<file path="src/rtl/dfx_seq_pkg.sv">
// Shared definitions for the DFX sequencer slot table: status encodings,
// default field widths and the default slot count.
package dfx_seq_pkg;

  localparam int DEF_INDEX_WIDTH    = 2;
  localparam int DEF_ADDR_WIDTH     = 32;
  localparam int DEF_SIZE_WIDTH     = 26;
  localparam int DEF_STATUS_WIDTH   = 2;
  localparam int DEF_PROFILE_WIDTH  = 32;
  localparam int DEF_NUM_SLOTS      = 2 ** DEF_INDEX_WIDTH;

  typedef enum logic [1:0] {
    ST_IDLE  = 2'b00,
    ST_BUSY  = 2'b01,
    ST_DONE  = 2'b10,
    ST_ERROR = 2'b11
  } status_e;

  // Final status of a slot when the sequencer closes it; error dominates.
  function automatic status_e close_status(input logic err);
    if (err) begin
      return ST_ERROR;
    end else begin
      return ST_DONE;
    end
  endfunction

endpackage

</file>
<file path="src/rtl/bank1_slot_table_sat_counter.sv">
// Saturating up-counter with a synchronous parallel load.
// Load has priority over increment; the count sticks at all-ones.
module sat_counter #(
  parameter int WIDTH = 32
) (
  input  logic             clk,
  input  logic             rst_n,
  input  logic             load,
  input  logic [WIDTH-1:0] load_val,
  input  logic             inc,
  output logic [WIDTH-1:0] count
);

  logic [WIDTH-1:0] count_d;
  logic [WIDTH-1:0] count_q;

  // Next count: load, else saturating increment, else hold.
  always_comb begin
    count_d = count_q;
    if (load) begin
      count_d = load_val;
    end else if (inc && (count_q != {WIDTH{1'b1}})) begin
      count_d = count_q + {{(WIDTH-1){1'b0}}, 1'b1};
    end else begin
      count_d = count_q;
    end
  end

  // Count register.
  always_ff @(posedge clk or negedge rst_n) begin
    if (!rst_n) begin
      count_q <= {WIDTH{1'b0}};
    end else begin
      count_q <= count_d;
    end
  end

  assign count = count_q;

endmodule

</file>
<file path="src/rtl/bank1_slot_table.sv">
// Slot table: per-slot descriptor rows written by the host decoder strobes,
// registered host reads and sequencer loads, slot status tracking and
// cycle profiling of the active slot.
module bank1_slot_table
  import dfx_seq_pkg::*;
#(
  parameter int INDEX_WIDTH    = DEF_INDEX_WIDTH,
  parameter int SRC_ADDR_WIDTH = DEF_ADDR_WIDTH,
  parameter int DST_ADDR_WIDTH = DEF_ADDR_WIDTH,
  parameter int SRC_SIZE_WIDTH = DEF_SIZE_WIDTH,
  parameter int DST_SIZE_WIDTH = DEF_SIZE_WIDTH,
  parameter int STATUS_WIDTH   = DEF_STATUS_WIDTH,
  parameter int PROFILE_WIDTH  = DEF_PROFILE_WIDTH
) (
  input  logic                      clk,
  input  logic                      rst_n,
  input  logic [INDEX_WIDTH-1:0]    inp_index,
  input  logic [SRC_ADDR_WIDTH-1:0] inp_src_addr,
  input  logic [SRC_SIZE_WIDTH-1:0] inp_src_size,
  input  logic [DST_ADDR_WIDTH-1:0] inp_des_addr,
  input  logic [DST_SIZE_WIDTH-1:0] inp_des_size,
  input  logic [STATUS_WIDTH-1:0]   inp_status,
  input  logic [PROFILE_WIDTH-1:0]  inp_profile,
  input  logic                      set_src_addr,
  input  logic                      set_src_size,
  input  logic                      set_des_addr,
  input  logic                      set_des_size,
  input  logic                      set_status,
  input  logic                      set_profile,
  input  logic                      rd_req,
  input  logic [INDEX_WIDTH-1:0]    rd_index,
  output logic                      rd_valid,
  output logic [SRC_ADDR_WIDTH-1:0] rd_src_addr,
  output logic [SRC_SIZE_WIDTH-1:0] rd_src_size,
  output logic [DST_ADDR_WIDTH-1:0] rd_des_addr,
  output logic [DST_SIZE_WIDTH-1:0] rd_des_size,
  output logic [STATUS_WIDTH-1:0]   rd_status,
  output logic [PROFILE_WIDTH-1:0]  rd_profile,
  input  logic                      seq_load,
  input  logic [INDEX_WIDTH-1:0]    seq_index,
  output logic                      seq_load_valid,
  output logic [SRC_ADDR_WIDTH-1:0] seq_src_addr,
  output logic [SRC_SIZE_WIDTH-1:0] seq_src_size,
  output logic [DST_ADDR_WIDTH-1:0] seq_des_addr,
  output logic [DST_SIZE_WIDTH-1:0] seq_des_size,
  input  logic                      seq_start,
  input  logic                      seq_done,
  input  logic                      seq_error,
  output logic                      seq_busy_err
);

  localparam int NUM_SLOTS = 2 ** INDEX_WIDTH;

  // Row storage
  logic [SRC_ADDR_WIDTH-1:0] src_addr_q [NUM_SLOTS];
  logic [SRC_ADDR_WIDTH-1:0] src_addr_d [NUM_SLOTS];
  logic [SRC_SIZE_WIDTH-1:0] src_size_q [NUM_SLOTS];
  logic [SRC_SIZE_WIDTH-1:0] src_size_d [NUM_SLOTS];
  logic [DST_ADDR_WIDTH-1:0] des_addr_q [NUM_SLOTS];
  logic [DST_ADDR_WIDTH-1:0] des_addr_d [NUM_SLOTS];
  logic [DST_SIZE_WIDTH-1:0] des_size_q [NUM_SLOTS];
  logic [DST_SIZE_WIDTH-1:0] des_size_d [NUM_SLOTS];
  logic [STATUS_WIDTH-1:0]   status_q   [NUM_SLOTS];
  logic [STATUS_WIDTH-1:0]   status_d   [NUM_SLOTS];
  logic [PROFILE_WIDTH-1:0]  profile_s  [NUM_SLOTS];
  logic [PROFILE_WIDTH-1:0]  prof_val_s [NUM_SLOTS];
  logic [NUM_SLOTS-1:0]      prof_load_s;
  logic [NUM_SLOTS-1:0]      prof_inc_s;

  // Active-slot tracker
  logic                   active_q, active_d;
  logic [INDEX_WIDTH-1:0] active_idx_q, active_idx_d;
  logic                   busy_err_q, busy_err_d;
  logic                   close_s;
  logic                   start_ok_s;

  // Output registers
  logic                      rd_valid_q, rd_valid_d;
  logic [SRC_ADDR_WIDTH-1:0] rd_src_addr_q, rd_src_addr_d;
  logic [SRC_SIZE_WIDTH-1:0] rd_src_size_q, rd_src_size_d;
  logic [DST_ADDR_WIDTH-1:0] rd_des_addr_q, rd_des_addr_d;
  logic [DST_SIZE_WIDTH-1:0] rd_des_size_q, rd_des_size_d;
  logic [STATUS_WIDTH-1:0]   rd_status_q, rd_status_d;
  logic [PROFILE_WIDTH-1:0]  rd_profile_q, rd_profile_d;
  logic                      ld_valid_q, ld_valid_d;
  logic [SRC_ADDR_WIDTH-1:0] ld_src_addr_q, ld_src_addr_d;
  logic [SRC_SIZE_WIDTH-1:0] ld_src_size_q, ld_src_size_d;
  logic [DST_ADDR_WIDTH-1:0] ld_des_addr_q, ld_des_addr_d;
  logic [DST_SIZE_WIDTH-1:0] ld_des_size_q, ld_des_size_d;

  // Tracker: a close in the same cycle frees the table for a new start.
  always_comb begin
    close_s      = active_q && (seq_done || seq_error);
    start_ok_s   = seq_start && (!active_q || close_s);
    busy_err_d   = seq_start && active_q && !close_s;
    active_d     = active_q;
    active_idx_d = active_idx_q;
    if (start_ok_s) begin
      active_d     = 1'b1;
      active_idx_d = seq_index;
    end else if (close_s) begin
      active_d     = 1'b0;
      active_idx_d = active_idx_q;
    end else begin
      active_d     = active_q;
      active_idx_d = active_idx_q;
    end
  end

  // Row updates: host strobes, then sequencer status transitions on top.
  always_comb begin
    for (int i = 0; i < NUM_SLOTS; i++) begin
      src_addr_d[i] = src_addr_q[i];
      src_size_d[i] = src_size_q[i];
      des_addr_d[i] = des_addr_q[i];
      des_size_d[i] = des_size_q[i];
      status_d[i]   = status_q[i];
      if (inp_index == INDEX_WIDTH'(i)) begin
        if (set_src_addr) src_addr_d[i] = inp_src_addr; else src_addr_d[i] = src_addr_q[i];
        if (set_src_size) src_size_d[i] = inp_src_size; else src_size_d[i] = src_size_q[i];
        if (set_des_addr) des_addr_d[i] = inp_des_addr; else des_addr_d[i] = des_addr_q[i];
        if (set_des_size) des_size_d[i] = inp_des_size; else des_size_d[i] = des_size_q[i];
        if (set_status)   status_d[i]   = inp_status;   else status_d[i]   = status_q[i];
      end else begin
        status_d[i] = status_q[i];
      end
      // Close before start so a same-row close+start ends up BUSY.
      if (close_s && (active_idx_q == INDEX_WIDTH'(i))) begin
        status_d[i] = STATUS_WIDTH'(close_status(seq_error));
      end else begin
        status_d[i] = status_d[i];
      end
      if (start_ok_s && (seq_index == INDEX_WIDTH'(i))) begin
        status_d[i] = STATUS_WIDTH'(ST_BUSY);
      end else begin
        status_d[i] = status_d[i];
      end
    end
  end

  // Profile control: host load beats the start-time clear; counting follows the active slot.
  always_comb begin
    for (int i = 0; i < NUM_SLOTS; i++) begin
      prof_load_s[i] = 1'b0;
      prof_val_s[i]  = {PROFILE_WIDTH{1'b0}};
      if (set_profile && (inp_index == INDEX_WIDTH'(i))) begin
        prof_load_s[i] = 1'b1;
        prof_val_s[i]  = inp_profile;
      end else if (start_ok_s && (seq_index == INDEX_WIDTH'(i))) begin
        prof_load_s[i] = 1'b1;
        prof_val_s[i]  = {PROFILE_WIDTH{1'b0}};
      end else begin
        prof_load_s[i] = 1'b0;
        prof_val_s[i]  = {PROFILE_WIDTH{1'b0}};
      end
      prof_inc_s[i] = active_q && (active_idx_q == INDEX_WIDTH'(i));
    end
  end

  for (genvar g = 0; g < NUM_SLOTS; g++) begin : g_prof
    sat_counter #(.WIDTH(PROFILE_WIDTH)) u_prof (
      .clk      (clk),
      .rst_n    (rst_n),
      .load     (prof_load_s[g]),
      .load_val (prof_val_s[g]),
      .inc      (prof_inc_s[g]),
      .count    (profile_s[g])
    );
  end

  // Read and load muxes: snapshot the pre-edge row, hold data when idle.
  always_comb begin
    rd_valid_d    = rd_req;
    rd_src_addr_d = rd_src_addr_q;
    rd_src_size_d = rd_src_size_q;
    rd_des_addr_d = rd_des_addr_q;
    rd_des_size_d = rd_des_size_q;
    rd_status_d   = rd_status_q;
    rd_profile_d  = rd_profile_q;
    if (rd_req) begin
      rd_src_addr_d = src_addr_q[rd_index];
      rd_src_size_d = src_size_q[rd_index];
      rd_des_addr_d = des_addr_q[rd_index];
      rd_des_size_d = des_size_q[rd_index];
      rd_status_d   = status_q[rd_index];
      rd_profile_d  = profile_s[rd_index];
    end else begin
      rd_status_d   = rd_status_q;
    end
    ld_valid_d    = seq_load;
    ld_src_addr_d = ld_src_addr_q;
    ld_src_size_d = ld_src_size_q;
    ld_des_addr_d = ld_des_addr_q;
    ld_des_size_d = ld_des_size_q;
    if (seq_load) begin
      ld_src_addr_d = src_addr_q[seq_index];
      ld_src_size_d = src_size_q[seq_index];
      ld_des_addr_d = des_addr_q[seq_index];
      ld_des_size_d = des_size_q[seq_index];
    end else begin
      ld_src_addr_d = ld_src_addr_q;
    end
  end

  // Row storage and tracker registers.
  always_ff @(posedge clk or negedge rst_n) begin
    if (!rst_n) begin
      for (int i = 0; i < NUM_SLOTS; i++) begin
        src_addr_q[i] <= {SRC_ADDR_WIDTH{1'b0}};
        src_size_q[i] <= {SRC_SIZE_WIDTH{1'b0}};
        des_addr_q[i] <= {DST_ADDR_WIDTH{1'b0}};
        des_size_q[i] <= {DST_SIZE_WIDTH{1'b0}};
        status_q[i]   <= {STATUS_WIDTH{1'b0}};
      end
      active_q     <= 1'b0;
      active_idx_q <= {INDEX_WIDTH{1'b0}};
      busy_err_q   <= 1'b0;
    end else begin
      src_addr_q   <= src_addr_d;
      src_size_q   <= src_size_d;
      des_addr_q   <= des_addr_d;
      des_size_q   <= des_size_d;
      status_q     <= status_d;
      active_q     <= active_d;
      active_idx_q <= active_idx_d;
      busy_err_q   <= busy_err_d;
    end
  end

  // Read and load output registers.
  always_ff @(posedge clk or negedge rst_n) begin
    if (!rst_n) begin
      rd_valid_q    <= 1'b0;
      rd_src_addr_q <= {SRC_ADDR_WIDTH{1'b0}};
      rd_src_size_q <= {SRC_SIZE_WIDTH{1'b0}};
      rd_des_addr_q <= {DST_ADDR_WIDTH{1'b0}};
      rd_des_size_q <= {DST_SIZE_WIDTH{1'b0}};
      rd_status_q   <= {STATUS_WIDTH{1'b0}};
      rd_profile_q  <= {PROFILE_WIDTH{1'b0}};
      ld_valid_q    <= 1'b0;
      ld_src_addr_q <= {SRC_ADDR_WIDTH{1'b0}};
      ld_src_size_q <= {SRC_SIZE_WIDTH{1'b0}};
      ld_des_addr_q <= {DST_ADDR_WIDTH{1'b0}};
      ld_des_size_q <= {DST_SIZE_WIDTH{1'b0}};
    end else begin
      rd_valid_q    <= rd_valid_d;
      rd_src_addr_q <= rd_src_addr_d;
      rd_src_size_q <= rd_src_size_d;
      rd_des_addr_q <= rd_des_addr_d;
      rd_des_size_q <= rd_des_size_d;
      rd_status_q   <= rd_status_d;
      rd_profile_q  <= rd_profile_d;
      ld_valid_q    <= ld_valid_d;
      ld_src_addr_q <= ld_src_addr_d;
      ld_src_size_q <= ld_src_size_d;
      ld_des_addr_q <= ld_des_addr_d;
      ld_des_size_q <= ld_des_size_d;
    end
  end

  assign rd_valid       = rd_valid_q;
  assign rd_src_addr    = rd_src_addr_q;
  assign rd_src_size    = rd_src_size_q;
  assign rd_des_addr    = rd_des_addr_q;
  assign rd_des_size    = rd_des_size_q;
  assign rd_status      = rd_status_q;
  assign rd_profile     = rd_profile_q;
  assign seq_load_valid = ld_valid_q;
  assign seq_src_addr   = ld_src_addr_q;
  assign seq_src_size   = ld_src_size_q;
  assign seq_des_addr   = ld_des_addr_q;
  assign seq_des_size   = ld_des_size_q;
  assign seq_busy_err   = busy_err_q;

endmodule
</file>
<file path="config.mk">
export PLATFORM = sky130hd
export DESIGN_NAME = bank1_slot_table
export DESIGN_NICKNAME = d
export VERILOG_FILES = /design/src/rtl/dfx_seq_pkg.sv /design/src/rtl/bank1_slot_table_sat_counter.sv /design/src/rtl/bank1_slot_table.sv
export SDC_FILE = /design/constraint.sdc
export NUM_CORES = 1
export LEC_CHECK = 0
export CORE_UTILIZATION = 35
export DETAILED_ROUTE_END_ITERATION = 10
export HOLD_SLACK_MARGIN = 0.15
export SLEW_MARGIN = 10
export SYNTH_ARGS = -nofsm -noshare
export SYNTH_HDL_FRONTEND = slang
export SYNTH_SLANG_ARGS = --single-unit
</file>
<file path="constraint.sdc">
create_clock -name clk -period 2.5 [get_ports clk]
set_input_delay 0.375 -clock clk [delete_from_list [all_inputs] [get_ports clk]]
set_output_delay 0.375 -clock clk [all_outputs]
set_load 0.01 [all_outputs]
</file>
==> impl_summary.log <==
INFO  metric initial_core_util = 35.47%
INFO  metric routed_via_density = 5.542
INFO  metric synth_largest_type_area_fraction = 51.90%
INFO  metric run_status = finished, final reports clean
INFO  metric yosysWarningCount = 0
INFO  metric post-synth-top-count-cell = dfrtp_1
INFO  metric postSynthCellCount = 3009
INFO  metric max_slew_margin = 47.35%
INFO  metric final.hold.worst_slack = 0.2130 ns
INFO  metric nets = 3770
INFO  metric netlist_top_cells_count = dfrtp_1, mux2_2, mux4_2
INFO  metric power_frac_comb = 24.2%
INFO  metric final_hold_vio_count = 0
INFO  metric cts_num_sinks = 872
INFO  metric routabilityCongestion = 0.9792
INFO  metric grt_first_pass_wirelength = 199900 um
INFO  metric drive_above_1_share = 38.68%
INFO  metric ios = 438
INFO  metric synth.net_count = 3182
INFO  metric cp_data_arrival_time = 3.05 ns
INFO  metric h-tree-depth = 3
INFO  metric static-leakage-power = 21.83 nW
INFO  metric power_report.internal_total = 32.36 mW
INFO  metric rsz0062_at_grt = no
INFO  metric post-route-drc-count = 0
INFO  metric worstSetupStartpointType = flip-flop
INFO  metric dp_worst_setup_slack = -0.1108 ns
INFO  metric layout_setup_ws = 0.07422 ns
INFO  metric firstDrtPassIters = 6
INFO  metric vdd_ir_drop_max = 0.0005758 V
INFO  metric synth-edff-count = 0
INFO  metric min-delay-path-class = in2reg
INFO  metric setup_viol = 0
INFO  metric crit_end_category = flip-flop
INFO  metric mappedNetlistArea = 42050 um^2
INFO  metric grt_start_max_net_pins = 84
INFO  metric ys_types = 71
INFO  metric worst-endpoint-required = 3.12 ns
INFO  metric report.final.slew_viol_count = 0
INFO  metric routed_wirelength = 131500 um
INFO  metric clk_latency = 0.70 ns
INFO  metric gr-usage-all-layers = 21.80%
INFO  metric power.density_cell_area = 834.7 nW/um^2
INFO  metric die_width = 348.6 um
INFO  metric asyncSetResetFlopFracSynth = 100.0%
INFO  metric timing_worst_setup_path_type = reg2reg
INFO  metric multi_input_area = 19490 um^2
INFO  metric netlist_top_cells_area = dfrtp_1, mux2_2, mux4_2, a21oi_1, nand2_1
INFO  metric synth_seq_cells = 872
INFO  metric power.share.sequential = 42.6%
INFO  metric drt_iter0_markers = 2283
INFO  metric post_drt_wl_per_cell = 24.90 um
INFO  metric regArea = 21820 um^2
INFO  metric io_buffers = 437
INFO  metric grt_overflow = 0
INFO  metric area_growth_syn_to_layout = 27.70%
INFO  metric netlist.top_cell.by_area = dfrtp_1
INFO  metric fin_skew = 0.03784 ns
INFO  metric tightestPinTransition = 0.7873 ns
INFO  metric floorplan.core_area = 118600 um^2
INFO  metric finalCriticalPeriod = 2.426 ns
INFO  metric fillCellCount = 10700
INFO  metric rows = 126
INFO  metric p_switching = 12.46 mW
INFO  metric antenna_found_initial = 19
INFO  metric root_buffer = clkbuf_16
INFO  metric synth.avg_cell_area = 13.97 um^2
INFO  metric synth_seq_area_share = 51.90%
INFO  metric critical_path.max_fanout = 7
INFO  metric postRouteAntennaNets = 0
INFO  metric timing.fmax = 412.2 MHz
INFO  metric dieArea = 121500 um^2
INFO  metric first_global_vias = 30260
INFO  metric cts_tree = yes
INFO  metric power_switching_share = 27.79%
INFO  metric dp_hpwl = 92050 um
INFO  metric worst_setup_hold_path_clk_slew = 0.06 ns
INFO  metric cap_viol_max_count = 0
INFO  metric die_height = 348.6 um
INFO  metric min_period_over_period = 97.03%
INFO  metric vias_after_detailed_routing = 29260
INFO  metric cts.path.max_buffers = 3
INFO  metric synth_flop_cell = dfrtp_1
INFO  metric postCtsSetupRepairBufs = 0
INFO  metric clkPwrFrac = 33.2%
INFO  metric cts_made_buffers = 99
[cell type report]
type | instances | share of cell area, %
clock buffers | 146 | 5.374
diodes | 6 | 0.02796
inverters | 8 | 0.05593
clock inverters | 32 | 0.8529
multi-input cells | 1937 | 36.30
flip-flops and latches | 872 | 40.64
repair buffers | 679 | 13.02
well taps | 1600 | 3.728
[placed cells by master (no fill, tap or decap), types with 31 or more instances in the layout]
cell and count:
nand4_1 35, clkbuf_16 100, nand3_1 69, buf_4 176, nor2_1 83, nor3_1 31, mux4_2 265, o21ai_0 83
buf_12 61, dfrtp_1 872, mux2_2 732, nand2_1 183, a21oi_1 165, clkdlybuf4s50_1 430
[path summary, 6_finish.rpt]
kind                                               to  slack, ns  depth (start not counted)                      start
hold / removal                        active_idx_q[0]       0.21                          2               seq_index[0]
hold reg to reg                      seq_des_addr[12]       0.50                          1           seq_des_addr[12]
max in group asynchronous              des_addr_q[79]       0.79                          4                      rst_n
min in group asynchronous               rd_profile[5]       0.71                          3                      rst_n
setup reg to reg           g_prof[1].u_prof.count[20]       0.07                          6  g_prof[1].u_prof.count[9]
setup / recovery           g_prof[1].u_prof.count[20]       0.07                          6  g_prof[1].u_prof.count[9]
[worst max-delay path, stage by stage (launching register included)]
cell	delay, ns
dfrtp_1	0.44
nand4_1	0.38
or4_1	0.66
nor3_1	0.31
nand3_1	0.16
o31a_1	0.26
o21ai_0	0.13
[logic make-up (layout without fill, tap and decap cells)]
kind of cell             count (synthesis)  after routing  synth area share (%)
AO/OA/AOI/OAI                          382            382                 5.556
other                                    0              6                     0
adder cells (fa/ha/maj)                  4              4                0.1190
AND/OR/NAND/NOR                        521            521                 6.053
XOR/XNOR                                23             23                0.4791
multiplexers                          1007           1007                 34.08
buffers and inverters                  200            865                 1.818
flip-flops                             872            872                 51.90
[per-layer routing]
layer	wire [um]	vias to the layer above	GRT usage [%]
li1	-	12720	-
met3	11160	250	6.161
met1	54830	15180	28.74
met2	61070	1099	34.09
met4	4260	22	8.074
met5	138	-	0
[sequential cells by signal, indices dropped and copies added (netlist names), 32 cells and up]
name                 count
rd_des_addr             32
src_size_q             104
des_addr_q             128
g_prof.u_prof.count    128
rd_src_addr             32
seq_src_addr            32
seq_des_addr            32
des_size_q             104
src_addr_q             128
rd_profile              32
[metrics by stage]
stage          total power, mW  utilization, %  std cells  area, um^2  TNS (ns)
3_3_place_gp             29.97           42.41       5091       50280    -7.320
6_report                 44.82           45.29       5280       53690         0
5_1_grt                  47.02           45.29       5278       53690         0
2_1_floorplan            24.39               -       3009       42050         0
3_5_place_dp             30.19           42.41       5091       50280    -9.206
4_1_cts                  45.38           45.27       5274       53670         0
[power groups by stage]
stage	registers, mW	clock network [mW]	logic (mW)
floorplan	19.3	0	5.09
global placement	19.2	0	10.8
detailed placement	19.3	0	10.9
CTS	19.1	15.4	10.9
global route	19.5	16.0	11.5
finish	19.1	14.9	10.8
[timing repair]
item | CTS | global route
endpoints found under the hold margin | 406 | 0
gates resized for setup | 0 | 3
endpoints found under the setup margin | 0 | 8
hold buffers | 5 | 0
No activity file was read; power rests on OpenSTA's default activity.
